File: src/rtl/deb_pkg.sv
// Shared constants and level type for the multi-channel debouncer.
package deb_pkg;

  localparam int unsigned DEB_DEFAULT_STABLE = 8;
  localparam int unsigned DEB_DEFAULT_SYNC   = 2;
  localparam int unsigned DEB_DEFAULT_HOLD   = 1024;

  typedef enum logic {
    DEB_LOW  = 1'b0,
    DEB_HIGH = 1'b1
  } deb_level_e;

endpackage

File: src/rtl/deb_chan.sv
// One debouncer channel: synchroniser, stability filter, edge pulses and an
// optional long-press pulse (enabled by defining DEB_HOLD_EN).
module deb_chan
  import deb_pkg::*;
#(
  parameter int unsigned STABLE_CYCLES = DEB_DEFAULT_STABLE,
  parameter int unsigned SYNC_STAGES   = DEB_DEFAULT_SYNC,
  parameter bit          RESET_VAL     = 1'b0
`ifdef DEB_HOLD_EN
  ,
  parameter int unsigned HOLD_CYCLES   = DEB_DEFAULT_HOLD
`endif
) (
  input  logic clk,
  input  logic rst_n,
  input  logic din,
  output logic out,
  output logic rise,
  output logic fall,
  output logic hold
);

  localparam int unsigned CNT_W   = $clog2(STABLE_CYCLES + 1);
  localparam int unsigned CNT_MAX = STABLE_CYCLES - 1;
  localparam logic        RST_LVL = RESET_VAL ? DEB_HIGH : DEB_LOW;

  logic [SYNC_STAGES-1:0] sync_q, sync_d;
  logic [CNT_W-1:0]       cnt_q, cnt_d;
  logic                   out_q, out_d;
  logic                   rise_q, rise_d;
  logic                   fall_q, fall_d;
  logic                   s;

  assign s = sync_q[SYNC_STAGES-1];

  // Filter: out follows s only after it has differed for STABLE_CYCLES cycles.
  always_comb begin
    sync_d = {sync_q[SYNC_STAGES-2:0], din};
    cnt_d  = cnt_q;
    out_d  = out_q;
    rise_d = 1'b0;
    fall_d = 1'b0;
    if (s == out_q) begin
      cnt_d = '0;
    end else if (cnt_q == CNT_W'(CNT_MAX)) begin
      cnt_d  = '0;
      out_d  = s;
      rise_d = s;
      fall_d = ~s;
    end else begin
      cnt_d = cnt_q + CNT_W'(1);
    end
  end

  always_ff @(posedge clk or negedge rst_n) begin
    if (!rst_n) begin
      sync_q <= {SYNC_STAGES{RST_LVL}};
      cnt_q  <= '0;
      out_q  <= RST_LVL;
      rise_q <= 1'b0;
      fall_q <= 1'b0;
    end else begin
      sync_q <= sync_d;
      cnt_q  <= cnt_d;
      out_q  <= out_d;
      rise_q <= rise_d;
      fall_q <= fall_d;
    end
  end

  assign out  = out_q;
  assign rise = rise_q;
  assign fall = fall_q;

`ifdef DEB_HOLD_EN
  localparam int unsigned HCNT_W = $clog2(HOLD_CYCLES + 1);

  logic [HCNT_W-1:0] hcnt_q, hcnt_d;
  logic              hold_q, hold_d;

  // Counter saturates at HOLD_CYCLES so each press yields a single pulse.
  always_comb begin
    hcnt_d = hcnt_q;
    hold_d = 1'b0;
    if (!out_d || rise_d) begin
      hcnt_d = '0;
    end else if (hcnt_q != HCNT_W'(HOLD_CYCLES)) begin
      hcnt_d = hcnt_q + HCNT_W'(1);
      hold_d = (hcnt_q == HCNT_W'(HOLD_CYCLES - 1));
    end
  end

  always_ff @(posedge clk or negedge rst_n) begin
    if (!rst_n) begin
      hcnt_q <= '0;
      hold_q <= 1'b0;
    end else begin
      hcnt_q <= hcnt_d;
      hold_q <= hold_d;
    end
  end

  assign hold = hold_q;
`else
  assign hold = 1'b0;
`endif

endmodule

File: src/rtl/deb_multi.sv
// Multi-channel debouncer top: CHANNELS independent deb_chan instances plus
// an any-edge summary. Long-press pulses exist only when DEB_HOLD_EN is defined.
module deb_multi
  import deb_pkg::*;
#(
  parameter int unsigned CHANNELS      = 4,
  parameter int unsigned STABLE_CYCLES = DEB_DEFAULT_STABLE,
  parameter int unsigned SYNC_STAGES   = DEB_DEFAULT_SYNC,
  parameter bit          RESET_VAL     = 1'b0,
  parameter int unsigned HOLD_CYCLES   = DEB_DEFAULT_HOLD
) (
  input  logic                clk,
  input  logic                rst_n,
  input  logic [CHANNELS-1:0] in,
  output logic [CHANNELS-1:0] out,
  output logic [CHANNELS-1:0] rise,
  output logic [CHANNELS-1:0] fall,
  output logic                any_change,
  output logic [CHANNELS-1:0] hold
);

  if (CHANNELS < 1) begin : g_bad_channels
    $error("deb_multi: CHANNELS must be >= 1");
  end
  if (STABLE_CYCLES < 1) begin : g_bad_stable
    $error("deb_multi: STABLE_CYCLES must be >= 1");
  end
  if (SYNC_STAGES < 2) begin : g_bad_sync
    $error("deb_multi: SYNC_STAGES must be >= 2");
  end
`ifdef DEB_HOLD_EN
  if (HOLD_CYCLES < 1) begin : g_bad_hold
    $error("deb_multi: HOLD_CYCLES must be >= 1");
  end
`else
  // HOLD_CYCLES only has meaning with the long-press feature built in.
  if (HOLD_CYCLES == 0) begin : g_hold_ignored
  end
`endif

  for (genvar i = 0; i < CHANNELS; i++) begin : g_chan
    deb_chan #(
      .STABLE_CYCLES(STABLE_CYCLES),
      .SYNC_STAGES  (SYNC_STAGES),
      .RESET_VAL    (RESET_VAL)
`ifdef DEB_HOLD_EN
      ,
      .HOLD_CYCLES  (HOLD_CYCLES)
`endif
    ) u_chan (
      .clk  (clk),
      .rst_n(rst_n),
      .din  (in[i]),
      .out  (out[i]),
      .rise (rise[i]),
      .fall (fall[i]),
      .hold (hold[i])
    );
  end

  assign any_change = |(rise | fall);

endmodule

File: config.mk
export PLATFORM = sky130hd
export DESIGN_NAME = deb_multi
export DESIGN_NICKNAME = d
export VERILOG_FILES = /design/src/rtl/deb_pkg.sv /design/src/rtl/deb_chan.sv /design/src/rtl/deb_multi.sv
export SDC_FILE = /design/constraint.sdc
export NUM_CORES = 1
export LEC_CHECK = 0
export BUFFER_PORTS_ARGS = -buffer_cell sky130_fd_sc_hd__buf_2
export CAP_MARGIN = 20
export CORE_MARGIN = 1.5
export CORE_UTILIZATION = 49
export DETAILED_ROUTE_END_ITERATION = 12
export PLACE_DENSITY = 0.73
export SYNTH_ARGS = -nofsm -noshare
export SYNTH_HDL_FRONTEND = slang
export SYNTH_SLANG_ARGS = --single-unit
export TNS_END_PERCENT = 1
File: constraint.sdc
create_clock -name clk -period 1.2 [get_ports clk]
set_input_delay 0.12 -clock clk [delete_from_list [all_inputs] [get_ports clk]]
set_output_delay 0.12 -clock clk [all_outputs]
set_load 0.1 [all_outputs]
# Yosys cells after proc, flatten, opt, wreduce, memory -nomap -nowiden
# Index checks and enable logic that the tools add are counted.
[totals]
wordCells = 70
ff_bits = 36
output_inout_bits = 17
in_bits = 6
[op_classes]
n_mux = 24
n_reduce_logical = 5
eq_ne = 8
add_sub_neg = 4
n_bitwise = 9
[ops]
columns = ["cell", "count"]
rows = [
  ["$mux 4", 8],
  ["$add 4x1->4 const B", 4],
  ["$eq 4x3->1 const B", 4],
  ["$mux 1", 16],
  ["$not 1->1", 8],
  ["$reduce_and 2->1", 4],
  ["$eq 1x1->1", 4],
  ["$or 4x4->4", 1],
  ["$reduce_or 4->1", 1],
]

# Longest topological paths before layout
[logic_depth]
ltp_word = 3
mapped_depth = 4
ltp_nobuf = 4

# Hierarchy
# From an unflattened synthesis, not the netlist that was laid out.
[unflattened]
cells_unflattened = 103
hier_area_um2 = 1512.7
[by_module_without_submodules]
columns = ["module", "seq_area_each_um2", "instances", "cells_each", "area_per_inst_um2"]
rows = [
  ["deb_chan", 225.2, 4, 25, 374.1],
  ["deb_multi", 0.0, 1, 3, 16.3],
]

# Worst setup path before layout
# No wires, ideal clock.
[synth_path]
kind = "register -> output"
start = "register g_chan[0].u_chan.fall_q"
end = "output any_change"
setup_slack_ns = -0.111
stages_incl_launch_ff = 3
n_path_buf = 0
arrival_ns = 1.191
required_ns = 1.080
cell_sequence = "dfrtp_1 > nor4_1 > nand2_1"
[synth_between]
elab_chain_cells = 2
[synth_rtl]
columns = ["item", "line", "text"]
rows = [
  ["from (decl)", "deb_chan.sv:31", "logic fall_q, fall_d;"],
  ["from (signal assigned)", "deb_chan.sv:67", "fall_q <= fall_d;"],
  ["$or 4x4->4", "deb_multi.sv:61", "assign any_change = |(rise | fall);"],
  ["$reduce_or 4->1", "deb_multi.sv:61", ""],
  ["to (decl)", "deb_multi.sv:18", "output logic any_change,"],
]
# Every way passes these cells.

# Worst setup path after layout
# Ends and elaborated chain as after synthesis.

==> impl_results.md <==
* Die area at 0.00345 sq mm
* FILL cells at 244
* Num CTS Buffers at 5
* Placed cells at 157
* Row count at 20
* Mux cell area share after synthesis at 0.0657
* Setup slack after layout at -0.239 ns
* Period utilisation layout at 1.20
* Initial antenna violation count at 0
* Largest family of logic cells by synthesized area: simple AND/OR/NAND/NOR gates
* Area grow syn2layout at 22.5%
* RSZ-0062 raised after global routing: true
* GRT Util Overall at 0.152
* Startpoint Class: register
* CP Capture Type: output port
* Worst-path fanout max at 2
* Largest net degree at the start of global routing at 37
* Total power at 4.06 mW
* Worst min path class: input port to asynchronous set/reset pin
* Final hold viol count at 0
* Seq/Total Area, Yosys at 0.592
* Most frequent cells in the layout: dfrtp_1 (36), nor2_1 (12), nor3b_1 (11), buf_4 (10), xnor2_1 (8)
* Final Max Slew Viols at 0
* Die Ht at 58.7 microns
* CTS Root Cell: clkbuf_4
* Number of global-route vias before repair at 896
* Netlist cell types at 16
* PD cells at 2180 mW/mm^2
* Final Skew at 0.00719 ns
* Diode count at 0
* Area of the core at 0.00300 sq mm
* Post-synthesis adder-cell area fraction at 0.0329
* Synthesized instance count at 113
* Mapped Area at 0.00152 sq mm
* Syn Area/Cell at 13.5 sq um
* First-pass GRT wire length at 3880 microns
* Synth area leader: dfrtp_1
* Vias per cell at 5.06
* Die X at 58.7 microns
* Yosys top cell area share at 0.592
* Share of cells above drive strength 1 at 0.314
* Max-Cap Viols at 0
* Initial Util at 0.507
* Sink Count at 36
* Ys Warns at 0
* Violated checks: negative setup slack
* DRC at 0
* P_leak at 1.04 nW
* Simple-gate share of the synthesized area at 0.180
* IO Port Bufs at 18
* Post-synthesis compound-gate area fraction at 0
* Worst VDD drop at 873 uV
* H-tree depth at 2
* Final nets at 146
* Most common cell after layout, fill and taps aside: dfrtp_1
* Top-level port count at 23
* Required time of the critical path at 1.08 ns
* Post-DP HPWL at 1560 microns
* Crit path time final at 1.44 ns
* GR Overflow Total at 0
* Vias post-DR at 861
* Setup TNS at -0.408 ns
* Arrival @ worst endpoint at 1.32 ns
* CTS tree: done
* Routability cong. at 0.737
* Synth Area in XOR/XNOR at 0.0460
* Final setup violation count at 3
* Initial DRC count at 34
* Drt total wl at 2190 microns
* Top post-synthesis cells by area: dfrtp_1 (59%), buf_4 (7.9%), nor3b_1 (5.4%)
* CTS clk-pin slew, worst paths at 0.10 ns
* Setup bufs post-CTS at 0
* Yosys reg bits at 36
* Wirelength per Cell at 12.9 microns
* Worst-skew pair later-pin latency at 0.33 ns
* Post-route ant nets at 0
* Clk buf depth at 2
* First-pass DRT Iterations at 4
* Kind of critical path: register to output port
* Final cell count without fillers at 170
* FMAX at 695 MHz
* Status: complete, but fails checks
-- where the power goes --
part	switching, mW	total [mW]	internal, mW	leakage (nW)
Sequential	0.276	1.72	1.44	0.473
Clock	0.377	0.930	0.553	0.0515
Combinational	0.817	1.42	0.600	0.516
Total	1.47	4.06	2.59	1.04
-- what timing repair did --
item                                    4_1_cts  5_1_grt
hold buffers                                  5        0
resized for setup                             8        3
endpoints found under the hold margin        40        0
endpoints found under the setup margin        8       16
-- cells in the mapped netlist (all sizes together) --
master,n
dfrtp,36
buf,16
nor2,12
nor3b,11
xnor2,8
ha,4
mux2,4
mux2i,4
nand3,4
nand3b,4
nor2b,4
nor4,2
conb,1
inv,1
nand2,1
nor3,1
-- cells by family (layout without fill, tap and decap cells) --
logic type | Yosys count | after routing
buffers and inverters | 17 | 38
flip-flops | 36 | 36
multiplexers | 8 | 8
other | 1 | 4
AND/OR/NAND/NOR | 39 | 39
XOR/XNOR | 8 | 8
adder cells (fa/ha/maj) | 4 | 4
-- flip-flops by register name, summed over array words and instances (netlist names) --
register	flops
g_chan.u_chan.sync_q	8
g_chan.u_chan.fall	4
g_chan.u_chan.out	4
g_chan.u_chan.cnt_q	16
g_chan.u_chan.rise	4
-- layer usage --
layer / vias to the layer above / share of wire / track usage
met4: 0 / 0.0082 / 0.0584
li1: 407 / - / -
met1: 433 / 0.42 / 0.178
met3: 2 / 0.046 / 0.0593
met2: 19 / 0.52 / 0.252
met5: - / 0 / 0
-- final timing paths --
check | startpoint | end | slack, ns | cells past startpoint
min | rst_n | g_chan[3].u_chan.fall | 0.27 | 3
max reg2reg | g_chan[2].u_chan.cnt_q[0] | g_chan[2].u_chan.out | 0.01 | 3
max in group asynchronous | rst_n | g_chan[0].u_chan.cnt_q[3] | 0.75 | 3
max | g_chan[0].u_chan.fall | any_change | -0.24 | 3
min in group clk | g_chan[2].u_chan.sync_q[0] | g_chan[2].u_chan.sync_q[1] | 0.36 | 0
min reg2reg | g_chan[2].u_chan.sync_q[0] | g_chan[2].u_chan.sync_q[1] | 0.36 | 0
-- worst max-delay path: stages, from the launching register on --
cell     delay (ns)
dfrtp_1        0.41
nor4_2         0.31
nand2_2        0.08
buf_6          0.19
-- area by class of cell --
| cell class | instances | area (sq um) | area share |
|---|---|---|---|
| clock buffers | 7 | 65.1 | 0.0349 |
| inverters | 1 | 3.75 | 0.00201 |
| repair buffers | 29 | 292 | 0.156 |
| well taps | 33 | 41.3 | 0.0221 |
| multi-input cells | 63 | 533 | 0.286 |
| flip-flops and latches | 36 | 901 | 0.483 |
| clock inverters | 1 | 30.0 | 0.0161 |
-- per-stage QoR --
| stage | cell area, sq um | hold slack, ns | worst slack, ns | util |
|---|---|---|---|---|
| after floorplan | 1540 | -0.176 | 0.0308 | - |
| after global placement | 1680 | 0.0934 | 0.0443 | 0.560 |
| after detailed placement | 1680 | 0.0951 | -0.00631 | 0.560 |
| after CTS | 1850 | 0.265 | -0.254 | 0.618 |
| after global routing | 1870 | 0.270 | -0.331 | 0.621 |
| final | 1870 | 0.268 | -0.239 | 0.621 |
Power figures use the tool's default switching activity.
